==> config.mk <==
export PLATFORM = sky130hd
export DESIGN_NAME = instruction_fetch_unit
export DESIGN_NICKNAME = d
export VERILOG_FILES = /design/src/rtl/instruction_fetch_unit.sv
export SDC_FILE = /design/constraint.sdc
export NUM_CORES = 1
export LEC_CHECK = 0
export CAP_MARGIN = 30
export CORE_MARGIN = 1
export CORE_UTILIZATION = 46
export DETAILED_ROUTE_END_ITERATION = 12
export GPL_TIMING_DRIVEN = 0
export HOLD_SLACK_MARGIN = 0.02
export MAX_ROUTING_LAYER = met4
export PLACE_DENSITY = 0.82
export SETUP_SLACK_MARGIN = 0.02
export SYNTH_ARGS = -nofsm -noshare
export SYNTH_HDL_FRONTEND = slang
export SYNTH_SLANG_ARGS = --single-unit
==> constraint.sdc <==
create_clock -name clk_i -period 6.05 [get_ports clk_i]
set_input_delay 0.605 -clock clk_i [delete_from_list [all_inputs] [get_ports clk_i]]
set_output_delay 0.605 -clock clk_i [all_outputs]
set_load 0.03 [all_outputs]
==> src/rtl/instruction_fetch_unit.sv <==
// Instruction fetch unit: single-outstanding memory requester feeding a
// small prefetch FIFO, with redirect flush and late-response dropping.
module instruction_fetch_unit #(
  parameter logic [31:0] RESET_PC = 32'h0000_0000,
  parameter int unsigned DEPTH    = 2
) (
  input  logic        clk_i,
  input  logic        rst_i,
  input  logic        start_i,
  input  logic        redirect_i,
  input  logic [31:0] redirect_pc_i,
  output logic        imem_req_o,
  output logic [31:0] imem_addr_o,
  input  logic        imem_rvalid_i,
  input  logic [31:0] imem_rdata_i,
  output logic        inst_valid_o,
  output logic [31:0] inst_o,
  output logic [31:0] inst_pc_o,
  input  logic        inst_ready_i
);

  localparam int unsigned PW = $clog2(DEPTH);
  localparam int unsigned CW = $clog2(DEPTH + 1);
  localparam logic [CW-1:0] FULL = CW'(DEPTH);

  logic [31:0]   fetch_pc;
  logic          outstanding;
  logic          drop;
  logic [CW-1:0] count;
  logic [PW-1:0] rd_ptr;
  logic [PW-1:0] wr_ptr;
  logic [63:0]   fifo [DEPTH];
  logic [63:0]   head;

  logic req;
  logic resp;
  logic push;
  logic pop;

  // Byte offset of the target is meaningless for word fetch.
  logic unused;
  assign unused = &{1'b0, redirect_pc_i[1:0]};

  always_comb begin
    req  = !rst_i && start_i && !outstanding
        && (count < FULL) && !redirect_i;
    resp = imem_rvalid_i && outstanding;
    push = resp && !drop && !redirect_i && !rst_i;
    pop  = (count != '0) && inst_ready_i
        && !redirect_i && !rst_i;
  end

  always_ff @(posedge clk_i) begin
    if (rst_i) begin
      fetch_pc    <= RESET_PC;
      outstanding <= 1'b0;
      drop        <= 1'b0;
      count       <= '0;
      rd_ptr      <= '0;
      wr_ptr      <= '0;
    end else if (redirect_i) begin
      fetch_pc    <= {redirect_pc_i[31:2], 2'b00};
      count       <= '0;
      rd_ptr      <= '0;
      wr_ptr      <= '0;
      // A response landing now is simply discarded.
      outstanding <= outstanding && !imem_rvalid_i;
      drop        <= outstanding && !imem_rvalid_i;
    end else begin
      if (req) begin
        fetch_pc    <= fetch_pc + 32'd4;
        outstanding <= 1'b1;
      end else if (resp) begin
        outstanding <= 1'b0;
        drop        <= 1'b0;
      end
      if (push) wr_ptr <= wr_ptr + 1'b1;
      if (pop)  rd_ptr <= rd_ptr + 1'b1;
      unique case (1'b1)
        push && !pop: count <= count + 1'b1;
        pop && !push: count <= count - 1'b1;
        default:      count <= count;
      endcase
    end
  end

  // fetch_pc has already advanced past the outstanding request.
  always_ff @(posedge clk_i) begin
    if (push) fifo[wr_ptr] <= {fetch_pc - 32'd4, imem_rdata_i};
  end

  assign head         = fifo[rd_ptr];
  assign imem_req_o   = req;
  assign imem_addr_o  = req ? fetch_pc : 32'h0;
  assign inst_valid_o = (count != '0);
  assign inst_o       = inst_valid_o ? head[31:0]  : 32'h0;
  assign inst_pc_o    = inst_valid_o ? head[63:32] : 32'h0;

endmodule

Word-level counts from Yosys, hierarchy flattened
Memories as Yosys holds them, arrays and structs flattened. A register that Yosys moved wholly into a read port is not among the register bits.
Cells that the tools add are included.
{ "op_classes": {"reduce_logical": 28, "muxes": 15, "n_addsub": 6, "eq_ne": 1, "order_cmp": 1} }
{ "ops": {"columns": ["cell", "count"], "rows": [
  ["$mux W32", 5],
  ["$add A32 B3 Y32 const B", 1],
  ["$sub A32 B3 Y32 const B", 1],
  ["$logic_and A1 B1 Y1", 14],
  ["$mux W1", 9],
  ["$reduce_bool A2 Y1", 4],
  ["$logic_not A1 Y1", 7],
  ["$pmux W2 S2", 1],
  ["$reduce_bool A3 Y1", 1],
  ["$add A1 B1 Y1 const B", 2],
  ["$add A2 B1 Y2 const B", 1],
  ["$lt A2 B2 Y1 const B", 1],
  ["$ne A2 B2 Y1 const B", 1],
  ["$reduce_and A2 Y1", 1],
  ["$reduce_or A2 Y1", 1],
  ["$sub A2 B1 Y2 const B", 1]
]} }
{ "word_totals": {"ff_bits": 38, "out_inout_bits": 98, "word_cells": 59, "mem_bits_rw": 128, "n_memories": 1, "input_bits": 70} }
{ "mem_list": {"columns": ["name", "depth", "word_bits", "rd", "rd_ports_with_merged_regs", "write_ports", "line_no", "rtl"], "rows": [
  ["fifo", 2, 64, 1, 1, 1, "32", "logic [63:0] fifo [DEPTH];"]
]} }

Logic depth before layout (Yosys ltp)
Gate-level depths: netlist of run 1.
{ "logic_depth": {"depth_word": 7, "depth_mapped": 8, "mapped_depth_nobuf": 8} }

Worst setup path before layout of run 1
No wires, ideal clock.
{ "synth_timing": {"path_kind": "input to register", "startpoint": "input port rst_i", "endpoint": "memory fifo[0][0], enable pin", "path_buffers": 1, "stages": 5, "slack_ps": 1565, "required_time_ps": 5568, "setup_ps": 482, "arrival_ps": 4003, "path_cell_list": "or2_2 -> clkbuf_1 -> nor3_1 -> inv_1 -> nor2_1"} }
{ "synth_via": {"elab_chain_cells": 4} }
{ "synth_rtl": {"columns": ["element", "line_no", "rtl"], "rows": [
  ["start, declared", "8", "input logic rst_i,"],
  ["$logic_not A1 Y1", "48", "push = resp && !drop && !redirect_i && !rst_i;"],
  ["$logic_and A1 B1 Y1", "48", null],
  ["$mux W1", "89", "if (push) fifo[wr_ptr] <= {fetch_pc - 32'd4, imem_rdata_i};"],
  ["$mux W1 (implied by the code)", "89", null],
  ["end, declared", "32", null]
]} }
Every way passes these cells.

Final worst setup path of run 1
{ "layout_timing": {"startpoint": "input port start_i", "endpoint": "output port imem_addr_o[15]"} }
{ "layout_via": {"elab_chain_cells": 5} }
{ "layout_rtl": {"columns": ["element", "line_no", "rtl"], "rows": [
  ["start, declared", "9", "input logic start_i,"],
  ["$logic_and A1 B1 Y1 (2 in a row)", "45", "req = !rst_i && start_i && !outstanding"],
  ["$logic_and A1 B1 Y1 (2 in a row)", "46", "&& (count < FULL) && !redirect_i;"],
  ["$mux W32", "94", "assign imem_addr_o = req ? fetch_pc : 32'h0;"],
  ["end, declared", "13", "output logic [31:0] imem_addr_o,"]
]} }
Every way passes these cells.

==> reports/results.ini, run 1 <==
[synthesis]
synth_top_area_frac = 0.4808
synth_top_cell_by_area = edfxtp_1
synth_top_flop_cell = edfxtp_1
yosys.area_share.adder = 0.004847
yosys_warnings = 0
ys_types = 61
synth_edf_count = 124
synth_cells = 676
synth_compound_area_frac = 0.05719
synth-async-reset-ratio = 0
synth_xor_area_frac = 0.04637
synth_commonest_cells = edfxtp_1, nor2_1, mux2i_1
synth_area_um2 = 7745
synth_top_family_by_area = simple AND/OR/NAND/NOR gates
syn_avg_cell_area_um2 = 11.46
synth-simple-area-share = 0.1918
synth.most_common_cell = edfxtp_1
synth.area.top_cells = edfxtp_1, dfxtp_1, mux2i_1, nor2_1, xnor2_1
synth-seq-area-share = 0.5764
synth_seq_cells = 161
synth_mux_area_frac = 0.08013

[clocking]
htreeDepth = 4
clk_pin_slew_worst_paths_ns = 0.06
cts_root_buf = clkbuf_16
ctsLongestPathBuffers = 2
cts_tree = built
clock-sinks = 161
post_cts_buffers = 0
numCtsBuffers = 17
insertion_delay_ns = 0.42
cts_hold_buffers = 0
ctsResizeCount = 0

[placement]
post_dp_cell_area_um2 = 9704
hpwl_um = 13570
portBuffers = 161
gp_congestion = 0.9644

[global_routing]
grt_pass1_wl_um = 30210
grt_overflow = 0
grt_max_degree = 63
grt_pass1_vias = 5675
track_usage = 0.2317
grt_antenna_before_repair = 0

[final_layout]
syn_to_final_growth_pct = 33.10
drive_gt1_frac = 0.07314
fin_util = 0.6238
antenna_cells = 0
postLayoutCellArea_um2 = 10310
fin_nets = 935

[power_and_ir_drop]
p_sw_w = 0.0005628
p_leak_nw = 3.395
p_int_w = 0.001981
switching_share = 0.2212
power_frac_clock = 0.425
comb_power_share = 0.093
p_total_w = 0.002544
power_density_nw_per_um2 = 246.8
ir_drop_v = 0.0001882
seqPwrFrac = 0.482

[routing]
post_drt_wl_per_cell_um = 17.72
ant_nets = 0
route.detailed.drc = 2
drtPass1Iterations = 9
vias_per_cell = 5.513
dr_total_vias = 6037
wirelength_um = 19400
dr.first_iter.drc_count = 478

[worst_setup_path]
worstPathMaxFanout = 10
end_kind = output port
cp_top_family = buffers and inverters
r2r-start = fetch_pc[2]
crit_type = in -> out
worstPathArrival_ns = 3.51
critical_path.slowest_cell = clkdlybuf4s50_1
required_ns = 5.44
r2r_end = fifo[1][54]
start_kind = input pin
crit_path_max_incr_delay_ns = 0.69
path_buf_inv = 4
path_cells = clkdlybuf4s50_1 -> nor3b_4 -> clkbuf_1 -> clkbuf_1 -> and3_1 -> clkdlybuf4s50_1
reg2reg_setup_slack_ns = 3.39
r2r.worst_path.cells = 6
critPathLaunch = start_i

[floorplanning]
start_util = 0.4687
rows = 47
core-area_um2 = 16520
pin_count = 168
fp.dieW_um = 131.8
die_y_um = 131.8
dieArea_um2 = 17360

[timing]
finalCriticalPeriod_ns = 4.112
fin_worst_skew_ns = 0.006529
post-route-period-util = 0.6796
fmax_ghz = 0.2432
slew_viol_final = 0
hold_viol = 0
max_slew_margin = 0.4377
tightest_slew_ns = 0.8434
rsz0062_at_grt = false
setup_violations = 0

[hold_path]
hp-start = rd_ptr
min_to = rd_ptr
min_path_type = reg -> reg
hold_depth = 2

[status]
outcome = finished, violations left
violations = DRC

[flow_run]
maxCapViolCount = 0

## flip-flops by register name (all words and copies together) (netlist names), named ones only
register     flops
drop             1
fetch_pc        30
fifo           124
count            2
rd_ptr           1
wr_ptr           1
outstanding      1
## metal layers
metal,part of all wire,global-route usage,vias to the layer above
met5,0,-,-
met4,0.019,0.07687,0
met3,0.078,0.04960,25
met2,0.48,0.3636,284
met1,0.42,0.2991,2877
li1,-,-,2851
## metrics by stage
stage	hold WS (ns)	std cells	TNS (ns)	worst slack, ns
after detailed placement	0.5030	1063	0	2.012
after CTS	0.5187	1095	0	2.002
after floorplan	0.4725	679	0	1.565
after global placement	0.4842	1060	-26.86	-0.4359
final	0.5149	1095	0	1.938
after global routing	0.5559	1095	0	1.838
## power by group through the flow
stage	logic, W	clock network (W)	registers, W
global placement	0.000227	0	0.00125
floorplan	0.000137	0	0.00125
detailed placement	0.000232	0	0.00125
global route	0.000254	0.00113	0.00123
CTS	0.000234	0.00109	0.00123
finish	0.000237	0.00108	0.00123
## worst reg2reg max path: cells and delay by family, from the launching register on
family,cells,cell delay [ns]
xor+xnor,1,0.20
fa+ha+maj,1,0.22
buf+inv,1,0.20
flops,1,0.36
simple gates,3,1.42
## how the worst max path moves through the flow
| stage | end | slack [ns] | cells past startpoint |
|---|---|---|---|
| 6_report | imem_addr_o[15] | 1.94 | 6 |
| 3_3_place_gp | fifo[0][27] | -0.44 | 6 |
| 2_1_floorplan | fifo[0][0] | 1.56 | 5 |
| 5_1_grt | imem_addr_o[13] | 1.84 | 6 |
| 3_5_place_dp | imem_addr_o[18] | 2.01 | 6 |
| 4_1_cts | imem_addr_o[14] | 2.00 | 6 |
## cell families (layout without fill, tap and decap cells)
| kind of cell | after synthesis | count (layout) |
|---|---|---|
| xor+xnor | 41 | 41 |
| buf+inv | 78 | 274 |
| compound gates | 59 | 59 |
| fa+ha+maj | 3 | 3 |
| flops | 161 | 161 |
| other cells | 1 | 4 |
| simple gates | 271 | 271 |
| mux | 62 | 62 |
## final cells by class
type | count | area [µm²]
well taps | 220 | 275.3
clock inverters | 8 | 101.3
clock buffers | 24 | 503.0
repair buffers | 164 | 1663
fillers | 1304 | 6216
flip-flops and latches | 161 | 4464
plain buffers | 61 | 267.8
inverters | 17 | 63.81
multi-input cells | 440 | 2970
## cells in the final DEF (no fill, tap or decap), types with 4 or more instances in the layout
| master | synthesis | final |
|---|---|---|
| a211oi_1 | 8 | 8 |
| a21oi_1 | 9 | 9 |
| a311oi_1 | 8 | 8 |
| and3_1 | 30 | 30 |
| and4_1 | 5 | 5 |
| buf_1 | 10 | 10 |
| buf_2 | 10 | 10 |
| buf_4 | 4 | 4 |
| clkbuf_1 | 33 | 36 |
| clkbuf_16 | 0 | 18 |
| clkdlybuf4s50_1 | 0 | 161 |
| conb_1 | 1 | 4 |
| dfxtp_1 | 37 | 37 |
| edfxtp_1 | 124 | 124 |
| inv_1 | 17 | 17 |
| mux2i_1 | 62 | 62 |
| nand2_1 | 27 | 27 |
| nand3_1 | 18 | 18 |
| nand4_1 | 11 | 11 |
| nand4b_1 | 5 | 5 |
| nor2_1 | 102 | 101 |
| nor2b_1 | 6 | 6 |
| nor3_1 | 16 | 16 |
| nor4_1 | 12 | 12 |
| o21ai_0 | 5 | 5 |
| o31a_1 | 6 | 6 |
| o31ai_1 | 7 | 7 |
| or4_1 | 9 | 9 |
| xnor2_1 | 31 | 31 |
| xor2_1 | 10 | 10 |
(Power assumes the default switching activity.)
==> run 2: changes to the inputs <==
==> constraint.sdc (replaced) <==
create_clock -name clk_i -period 4.05 [get_ports clk_i]
set_input_delay 0.405 -clock clk_i [delete_from_list [all_inputs] [get_ports clk_i]]
set_output_delay 0.405 -clock clk_i [all_outputs]
set_load 0.03 [all_outputs]
==> run 2 against run 1 <==
The run now ends clean; critical path depth is the same; cell count unchanged; clock skew about the same; final area about the same; setup slack got worse by 1.6 ns; register-to-register slack worse by 2.0 ns; die area stayed put; combinational power is 50% higher; non-clock buffer count stayed put; clock power grew 50%; via count decreased by 0.65%.
==> reports/results.ini, run 2 (same netlist as run 1, synthesis figures left out) <==
[clocking]
htreeDepth = 4
numCtsBuffers = 17
cts_root_buf = clkbuf_16
ctsLongestPathBuffers = 2
ctsResizeCount = 0
cts_tree = built
clk_pin_slew_worst_paths_ns = 0.06
post_cts_buffers = 0
cts_hold_buffers = 0
insertion_delay_ns = 0.42
clock-sinks = 161

[floorplanning]
die_y_um = 131.8
start_util = 0.4687
core-area_um2 = 16520
dieArea_um2 = 17360
fp.dieW_um = 131.8
pin_count = 168
rows = 47

[global_routing]
grt_antenna_before_repair = 0
grt_overflow = 0
grt_pass1_vias = 5572
grt_max_degree = 63
grt_pass1_wl_um = 29920
track_usage = 0.2301

[power_and_ir_drop]
p_sw_w = 0.0009128
ir_drop_v = 0.0003119
power_density_nw_per_um2 = 369.5
comb_power_share = 0.093
p_leak_nw = 3.388
p_int_w = 0.002894
power_frac_clock = 0.426
seqPwrFrac = 0.481
switching_share = 0.2398

[worst_setup_path]
required_ns = 3.64
reg2reg_setup_slack_ns = 1.41
crit_type = in -> out
worstPathMaxFanout = 10
start_kind = input pin
end_kind = output port
critical_path.slowest_cell = clkdlybuf4s50_1
crit_path_max_incr_delay_ns = 0.70
path_cells = clkdlybuf4s50_1 -> nor3b_4 -> clkbuf_1 -> clkbuf_1 -> and3_1 -> clkdlybuf4s50_1
worstPathArrival_ns = 3.35

[final_layout]
most-common-layout-cells = clkdlybuf4s50_1, edfxtp_1, nor2_1
reg_top3 = fifo: 124 flops, fetch_pc: 30 flops, count: 2 flops
fin_nets = 935
regArea_um2 = 4464
postLayoutCellArea_um2 = 10300
fin_util = 0.6235
final_common_cell = clkdlybuf4s50_1
regMostFlops = fifo
multiInputGateArea_um2 = 2970
syn_to_final_growth_pct = 33.02
fill_cells = 1310
finalNonFillerCells = 1095
drive_gt1_frac = 0.07657
antenna_cells = 0
largest_reg_flops = 124

[routing]
vias_per_cell = 5.478
ant_nets = 0
route.detailed.drc = 0
dr.first_iter.drc_count = 363
post_drt_wl_per_cell_um = 17.55
dr_total_vias = 5998
drtPass1Iterations = 7
wirelength_um = 19220

[timing]
rsz0062_at_grt = false
hold_viol = 0
slew_viol_final = 0
tightest_slew_ns = 0.8558
max_slew_margin = 0.4295
finalCriticalPeriod_ns = 3.751
fin_worst_skew_ns = 0.006328
tns_ns = 0
post-route-period-util = 0.9262
setup_violations = 0
fmax_ghz = 0.2666
setup_ws_ns = 0.2989

[hold_path]
min_path_type = reg -> reg

[flow_run]
maxCapViolCount = 0

[placement]
hpwl_um = 13480
placedCellCount = 1063
portBuffers = 161
place_ws_ns = 0.4091
gp_congestion = 0.9645
post_dp_cell_area_um2 = 9701

[status]
outcome = completed

## run 2: changes by cell type in the layout (fill, tap and decap cells not counted)
cell / previous run / this run
inv_6: 0 / 3
clkinv_4: 1 / 3
inv_8: 0 / 3
clkbuf_16: 18 / 17
buf_4: 4 / 5
clkinvlp_4: 3 / 4
clkbuf_1: 36 / 33
buf_6: 2 / 1
clkinv_2: 2 / 0
clkbuf_8: 3 / 0
## run 2: area by class of cell
| type | instances | area share |
|---|---|---|
| timing repair buffer | 164 | 0.1610 |
| multi-input combinational | 440 | 0.2883 |
| buffer | 61 | 0.02599 |
| clock inverter | 15 | 0.01712 |
| sequential | 161 | 0.4333 |
| inverter | 17 | 0.006194 |
| tap | 220 | 0.02672 |
| clock buffer | 17 | 0.04129 |
## run 2: per-stage QoR
step / hold WS, ns / total power [W]
6_report: 0.5148 / 0.003807
5_1_grt: 0.5510 / 0.003914
4_1_cts: 0.5186 / 0.003819
3_5_place_dp: 0.4980 / 0.002213
3_3_place_gp: 0.4856 / 0.002205
2_1_floorplan: 0.4725 / 0.002066
## run 2: path summary, 6_finish.rpt
path / startpoint / end / cells after the start
worst max register to register: fetch_pc[2] / fifo[1][54] / 6
worst min-delay path: rd_ptr / register / 2
worst min register to register: rd_ptr / register / 2
worst max-delay path: start_i / imem_addr_o[13] / 6
## run 2: metal layers
metal  routed length, µm  vias to the layer above  part of all wire  global-route usage
met5                   0                        -                 0                   -
met4                 431                        0             0.022             0.07817
li1                    -                     2860                 -                   -
met1                8276                     2823              0.43              0.3018
met2                9141                      279              0.48              0.3557
met3                1370                       36             0.071             0.04806
## run 2: critical path, delay by kind of cell
family	cells	cell delay, ns
simple gates	2	0.82
buf+inv	4	2.11
## run 2: power groups by stage
stage	clock network [W]	registers, W	logic [W]
after floorplan	0	0.00186	0.000205
after global placement	0	0.00187	0.000339
after detailed placement	0	0.00187	0.000347
after CTS	0.00164	0.00183	0.000350
after global routing	0.00170	0.00183	0.000379
final	0.00162	0.00183	0.000355
